**src/rtl/team_06_serial_deser.sv**
```systemverilog
// -----------------------------------------------------------------------------
// team_06_serial_deser
//
// Serial-to-parallel receiver for SPI-like streams from the ESP/ADC side.
// The block generates its own bit clock (sclk_out) from clk. It frames words
// with an active-low chip select. It assembles DATA_W-bit words MSB- or
// LSB-first and queues them in a small FIFO behind a valid/ready interface.
//
// Optional build macro: TEAM_06_DESER_PARITY_EN
//   When defined, each frame carries one trailing even-parity bit after the
//   data bits. A word with a parity mismatch is dropped and parity_err pulses.
//   When undefined, frames carry no parity bit and there is no parity_err port.
//
// Parameters:
//   DATA_W      bits per word (2..32)
//   CLK_DIV     clk cycles per sclk_out half-period (>=1)
//   FIFO_DEPTH  output FIFO entries (power of 2, >=2)
//   MSB_FIRST   1: first received bit lands in data_out[DATA_W-1]
//               0: first received bit lands in data_out[0]
//
// Ports:
//   clk           system clock
//   rst           asynchronous, active-high reset
//   en            block enable; 0 holds the divider and FSM in IDLE
//   cs_n          frame select, active low
//   serial_in     serial data, captured on the sclk_out rising tick
//   sclk_out      generated serial clock to the sender
//   data_out      FIFO head word
//   valid_out     FIFO non-empty
//   ready_in      consumer accepts head word when valid_out & ready_in
//   fifo_count    words currently held
//   overflow      sticky flag: a completed word was dropped on a full FIFO
//   clr_overflow  clears overflow (a drop in the same cycle wins)
//   frame_err     one-cycle pulse: cs_n rose with a partial word in progress
//   parity_err    (parity build only) one-cycle pulse on a parity mismatch
// -----------------------------------------------------------------------------
module team_06_serial_deser #(
  parameter int DATA_W     = 8,
  parameter int CLK_DIV    = 4,
  parameter int FIFO_DEPTH = 4,
  parameter int MSB_FIRST  = 1
) (
  input  logic                          clk,
  input  logic                          rst,
  input  logic                          en,
  input  logic                          cs_n,
  input  logic                          serial_in,
  output logic                          sclk_out,
  output logic [DATA_W-1:0]             data_out,
  output logic                          valid_out,
  input  logic                          ready_in,
  output logic [$clog2(FIFO_DEPTH):0]   fifo_count,
  output logic                          overflow,
  input  logic                          clr_overflow,
  output logic                          frame_err
`ifdef TEAM_06_DESER_PARITY_EN
  ,
  output logic                          parity_err
`endif
);

  // ---------------------------------------------------------------------------
  // Derived sizes
  // ---------------------------------------------------------------------------
`ifdef TEAM_06_DESER_PARITY_EN
  // The parity bit occupies one extra counter slot after the data bits.
  localparam int LAST_BIT = DATA_W;
`else
  localparam int LAST_BIT = DATA_W - 1;
`endif
  localparam int CNT_W = $clog2(LAST_BIT + 1);
  localparam int DIV_W = (CLK_DIV > 1) ? $clog2(CLK_DIV) : 1;
  localparam int PTR_W = $clog2(FIFO_DEPTH);
  localparam int FC_W  = PTR_W + 1;

  localparam logic [CNT_W-1:0] LAST_CNT = CNT_W'(LAST_BIT);
  localparam logic [DIV_W-1:0] DIV_LAST = DIV_W'(CLK_DIV - 1);
  localparam logic [FC_W-1:0]  FULL_CNT = FC_W'(FIFO_DEPTH);

  typedef enum logic [0:0] {
    ST_IDLE  = 1'b0,
    ST_SHIFT = 1'b1
  } state_t;

  // ---------------------------------------------------------------------------
  // Receiver state
  // ---------------------------------------------------------------------------
  state_t              state_reg;
  logic [DIV_W-1:0]    div_cnt_reg;
  logic                sclk_reg;
  logic                sclk_dly_reg;
  logic [CNT_W-1:0]    bit_cnt_reg;
  logic [DATA_W-1:0]   shift_reg;
  logic                frame_err_reg;
  logic                parity_err_reg;

  logic                rise_tick;
  logic                in_frame;
  logic                capture;
  logic                last_bit;
  logic                word_done;
  logic [DATA_W-1:0]   shift_next;
  logic                push_req;
  logic [DATA_W-1:0]   push_data;
  logic                parity_bad;

  // ---------------------------------------------------------------------------
  // FIFO state
  // ---------------------------------------------------------------------------
  logic [PTR_W-1:0]                   wr_ptr_reg;
  logic [PTR_W-1:0]                   rd_ptr_reg;
  logic [FC_W-1:0]                    fifo_count_reg;
  logic                               overflow_reg;
  logic [FIFO_DEPTH-1:0][DATA_W-1:0]  mem_q;

  logic                               fifo_valid;
  logic                               fifo_full;
  logic                               pop;
  logic                               push_ok;
  logic                               drop;

  // ---------------------------------------------------------------------------
  // Capture decode
  // ---------------------------------------------------------------------------
  always_comb begin
    rise_tick = sclk_reg & ~sclk_dly_reg;

    // A capture only counts while the frame is still open in this cycle.
    // An abort in the same cycle wins over the tick.
    in_frame  = (state_reg == ST_SHIFT) & en & ~cs_n;
    capture   = in_frame & rise_tick;
    last_bit  = (bit_cnt_reg == LAST_CNT);
    word_done = capture & last_bit;

    if (MSB_FIRST != 0) begin
      shift_next = {shift_reg[DATA_W-2:0], serial_in};
    end else begin
      shift_next = {serial_in, shift_reg[DATA_W-1:1]};
    end

`ifdef TEAM_06_DESER_PARITY_EN
    // The final capture is the parity bit. The data word is already complete
    // in shift_reg. With even parity, the parity bit equals the XOR of the
    // data bits.
    parity_bad = word_done & ((^shift_reg) != serial_in);
    push_req   = word_done & ~parity_bad;
    push_data  = shift_reg;
`else
    parity_bad = 1'b0;
    push_req   = word_done;
    push_data  = shift_next;
`endif
  end

  // ---------------------------------------------------------------------------
  // Frame FSM, bit-clock divider and shift register
  // ---------------------------------------------------------------------------
  always_ff @(posedge clk or posedge rst) begin
    if (rst) begin
      state_reg      <= ST_IDLE;
      div_cnt_reg    <= '0;
      sclk_reg       <= 1'b0;
      sclk_dly_reg   <= 1'b0;
      bit_cnt_reg    <= '0;
      shift_reg      <= '0;
      frame_err_reg  <= 1'b0;
      parity_err_reg <= 1'b0;
    end else begin
      sclk_dly_reg   <= sclk_reg;
      frame_err_reg  <= 1'b0;
      parity_err_reg <= parity_bad;

      case (state_reg)
        ST_IDLE: begin
          div_cnt_reg <= '0;
          sclk_reg    <= 1'b0;
          bit_cnt_reg <= '0;
          shift_reg   <= '0;
          if (en && !cs_n) begin
            state_reg <= ST_SHIFT;
          end
        end

        ST_SHIFT: begin
          if (!en || cs_n) begin
            // Abort the frame and discard any partial word. Words already
            // queued in the FIFO are kept. Only a chip-select rise mid-word
            // counts as a framing error; disabling the block does not.
            state_reg     <= ST_IDLE;
            div_cnt_reg   <= '0;
            sclk_reg      <= 1'b0;
            bit_cnt_reg   <= '0;
            shift_reg     <= '0;
            frame_err_reg <= cs_n && (bit_cnt_reg != '0);
          end else begin
            if (div_cnt_reg == DIV_LAST) begin
              div_cnt_reg <= '0;
              sclk_reg    <= ~sclk_reg;
            end else begin
              div_cnt_reg <= div_cnt_reg + DIV_W'(1);
            end

            if (capture) begin
              if (last_bit) begin
                // The word leaves through push_data at this same edge, so
                // the next word can start on the very next tick.
                bit_cnt_reg <= '0;
                shift_reg   <= '0;
              end else begin
                bit_cnt_reg <= bit_cnt_reg + CNT_W'(1);
                shift_reg   <= shift_next;
              end
            end
          end
        end

        default: begin
          state_reg <= ST_IDLE;
        end
      endcase
    end
  end

  // ---------------------------------------------------------------------------
  // Output FIFO
  // ---------------------------------------------------------------------------
  // Pop is resolved before push, so a full FIFO that pops in the same cycle
  // still accepts the new word.
  always_comb begin
    fifo_valid = (fifo_count_reg != '0);
    fifo_full  = (fifo_count_reg == FULL_CNT);
    pop        = fifo_valid & ready_in;
    push_ok    = push_req & (~fifo_full | pop);
    drop       = push_req & fifo_full & ~pop;
  end

  // Each storage entry is a separate register. The head is selected by the
  // read pointer, so data_out holds still while the consumer stalls.
  genvar gi;
  generate
    for (gi = 0; gi < FIFO_DEPTH; gi++) begin : g_entry
      logic [DATA_W-1:0] entry_reg;

      always_ff @(posedge clk or posedge rst) begin
        if (rst) begin
          entry_reg <= '0;
        end else if (push_ok && (wr_ptr_reg == PTR_W'(gi))) begin
          entry_reg <= push_data;
        end
      end

      assign mem_q[gi] = entry_reg;
    end
  endgenerate

  always_ff @(posedge clk or posedge rst) begin
    if (rst) begin
      wr_ptr_reg     <= '0;
      rd_ptr_reg     <= '0;
      fifo_count_reg <= '0;
      overflow_reg   <= 1'b0;
    end else begin
      // FIFO_DEPTH is a power of two, so the pointers wrap naturally.
      if (push_ok) begin
        wr_ptr_reg <= wr_ptr_reg + PTR_W'(1);
      end
      if (pop) begin
        rd_ptr_reg <= rd_ptr_reg + PTR_W'(1);
      end
      fifo_count_reg <= fifo_count_reg + FC_W'(push_ok) - FC_W'(pop);

      // A drop in the same cycle as the clear keeps the flag set.
      if (drop) begin
        overflow_reg <= 1'b1;
      end else if (clr_overflow) begin
        overflow_reg <= 1'b0;
      end
    end
  end

  // ---------------------------------------------------------------------------
  // Outputs
  // ---------------------------------------------------------------------------
  assign sclk_out   = sclk_reg;
  assign data_out   = mem_q[rd_ptr_reg];
  assign valid_out  = fifo_valid;
  assign fifo_count = fifo_count_reg;
  assign overflow   = overflow_reg;
  assign frame_err  = frame_err_reg;
`ifdef TEAM_06_DESER_PARITY_EN
  assign parity_err = parity_err_reg;
`endif

endmodule
```
**config.mk**
```make
export PLATFORM = sky130hd
export DESIGN_NAME = team_06_serial_deser
export DESIGN_NICKNAME = d
export VERILOG_FILES = /design/src/rtl/team_06_serial_deser.sv
export SDC_FILE = /design/constraint.sdc
export NUM_CORES = 1
export LEC_CHECK = 0
export CORE_AREA = 2 2 65 97
export DETAILED_ROUTE_END_ITERATION = 6
export DIE_AREA = 0 0 67 99
export PLACE_DENSITY = 0.71
export SETUP_SLACK_MARGIN = 0.02
export SLEW_MARGIN = 0
export SYNTH_ARGS = -nofsm -noshare
export SYNTH_HDL_FRONTEND = slang
export SYNTH_SLANG_ARGS = --single-unit
```
**constraint.sdc**
```tcl
create_clock -name clk -period 2.5 [get_ports clk]
set_input_delay 0.5 -clock clk [delete_from_list [all_inputs] [get_ports clk]]
set_output_delay 0.5 -clock clk [all_outputs]
set_load 0.01 [all_outputs]
```
==> impl_metrics.ini <==
[outcome]
status = finished clean

[die]
fp.dieW_um = 67
ioPinCount = 22
start_util = 0.436
rows = 34
die-area_mm2 = 0.00663
die_h_um = 99
core_mm2 = 0.00579

[critical_path]
critPathLaunch = rd_ptr_reg[1]$_DFFE_PP0N_
slowest_delay_ns = 0.54
critPathMaxFanout = 6
path_cells = mux4_2, clkdlybuf4s50_1
r2r_slack_ns = 0.21
criticalPathCategory = flip-flop to primary output
critical_path.endpoint_type = primary output
cp.arrival_ns = 1.87
cp.required_ns = 2.00
worstSetupStartpointType = flip-flop
reg2reg_from = bit_cnt_reg[1]$_DFFE_PP0P_
cp_slowest_cell = dfrtp_1

[place]
dp_hpwl_um = 3310
io_buffers = 21
place_congestion = 0.742
dpl.cell_count = 263

[logic_synthesis]
synth_area_per_cell_um2 = 15.5
synth.largest_area_cell = dfrtp_1
synth.top_cell.area_share = 0.555
syn_area_mm2 = 0.00252
yosysSeqAreaShare = 0.555
synthTopCellsByArea = dfrtp_1 (56%), mux2_2 (14%), mux4_2 (7.1%)
synthesis.nets = 181
ys.warnings.count = 0
ys_ff_latch = 56
yosysUniqueCellTypes = 29
synthesis.instances = 163

[sta]
rsz0062_at_grt = false
tightest_slew_ns = 0.536
fin_crit_ns = 2.37
hold_viol = 0
relSlewSlack = 0.642
finalMaxSlewViolations = 0
max_freq_mhz = 422
setup_viol = 0
clock_skew_ns = 0.00513
fin_crit_sh = 0.949

[hold_path]
min_path_type = flip-flop to flip-flop
hold_path_startpoint = div_cnt_reg[0]$_DFF_PP0_

[layout]
finalNetCount = 216
drive_gt1_frac = 0.347
final_common_cell = dfrtp_1
layout_common_cells = dfrtp_1 (56), mux2_2 (32), clkdlybuf4s50_1 (20), ha_1 (10), buf_4 (10)
largest_reg_flops = 32
antennaDiodeCount = 0
area_delta_synth_final_pct = 20.1
finalNonFillerCells = 271

[grt]
grt_usage = 0.158
antenna_found_initial = 0
grt_pass1_vias = 1645
gr-total-overflow = 0
grt_max_degree = 33
grt_pass1_wl_um = 7870

[power]
ir_worst_vdd_uv = 289
p_total_mw = 1.51
p_leak_nw = 1.45
power.density_mw_per_mm2 = 498

[route]
routed_wl_um = 4410
avgViaCountPerCell = 5.22
drtPass1Iterations = 4
vias = 1414
drtIter0Drc = 23
routedWlPerCell_um = 16.3
drc_errors = 0
final_antenna_net_count = 0

[clocking]
path_clk_slew_ns = 0.09
cts_buffer_depth = 2
clk-insertion-delay-late_ns = 0.30
cts_tree = yes
cts_sinks = 56
cts-root-buf = clkbuf_8
cts_made_buffers = 5
h-tree-depth = 2

[run]
cap_violations = 0
-- layer usage --
layer / global-route usage / routed length [um] / share of wire
met5: 0 / 0 / 0
met4: 0.0612 / 62 / 0.014
met3: 0.0205 / 72 / 0.016
met2: 0.289 / 2560 / 0.58
met1: 0.180 / 1710 / 0.39
-- report_power, final --
group          leakage (nW)  internal (mW)  switching (mW)
sequential            0.781          0.906        0.000777
combinational         0.610         0.0150          0.0251
clock                0.0552          0.297           0.267
total                  1.45           1.22           0.293
-- Yosys cell counts --
master	number
clkbuf_1	1
nor2b_1	2
fa_1	1
nor3b_2	1
nand3b_1	1
o31a_1	1
or4b_1	1
and2_1	1
mux4_2	8
nand3_2	1
a21oi_1	1
dfrtp_1	56
mux2i_1	1
nand4_4	4
buf_2	3
mux2_2	32
a22o_1	8
mux2_1	2
or3_1	1
ha_1	10
buf_6	1
o22ai_1	1
xnor2_1	5
xor2_1	1
and3b_1	2
nor2_1	3
nor3_1	1
inv_1	10
nand2_1	3
-- cells by family (layout without fill, tap and decap cells) --
| group | count (synthesis) | count (layout) | share of synthesized area |
|---|---|---|---|
| buffers and inverters | 15 | 51 | 0.0268 |
| XOR/XNOR | 6 | 6 | 0.0208 |
| flip-flops | 56 | 56 | 0.555 |
| adder cells (fa/ha/maj) | 11 | 11 | 0.0575 |
| AO/OA/AOI/OAI | 11 | 11 | 0.0357 |
| AND/OR/NAND/NOR | 21 | 21 | 0.0773 |
| multiplexers | 43 | 43 | 0.227 |
-- worst paths after layout --
path | to | depth (start not counted)
min in group asynchronous | fifo_count[2]$_DFF_PP0_ | 2
max | data_out[6] | 2
max reg2reg | fifo_count[2]$_DFF_PP0_ | 11
max in group asynchronous | bit_cnt_reg[1]$_DFFE_PP0P_ | 3
min reg2reg | div_cnt_reg[0]$_DFF_PP0_ | 1
min | div_cnt_reg[0]$_DFF_PP0_ | 1
-- layout make-up --
type	instances	area, um^2
Clock buffer	6	72.6
Fill cell	514	2750
Inverter	10	37.5
Timing Repair Buffer	33	319
Multi-Input combinational cell	92	1080
Tap cell	72	90.1
Sequential cell	56	1400
Clock inverter	2	35.0
-- what timing repair did --
item | in CTS | in global routing
hold buffers | 0 | 0
endpoints found under the setup margin | 1 | 2
resized for setup | 1 | 5
pin swaps | 0 | 1
setup buffers | 0 | 0
-- worst max-delay path, delay by kind of cell, from the launching register on --
family	cells	cell delay, ns
muxes	1	0.54
buffers and inverters	1	0.49
DFF	1	0.54
-- per-stage QoR --
| stage | hold slack, ns | TNS, ns | setup WS, ns | area [um^2] | util |
|---|---|---|---|---|---|
| 6_report | 0.441 | 0 | 0.128 | 3030 | 0.524 |
| 5_1_grt | 0.480 | 0 | 0.0451 | 3030 | 0.524 |
| 4_1_cts | 0.446 | 0 | 0.0518 | 3010 | 0.520 |
| 3_5_place_dp | 0.433 | -0.467 | -0.297 | 2900 | 0.501 |
| 3_3_place_gp | 0.427 | -0.309 | -0.222 | 2900 | 0.501 |
| 2_1_floorplan | 0.415 | 0 | 0.0766 | 2520 | - |
Power figures use the tool's default switching activity.
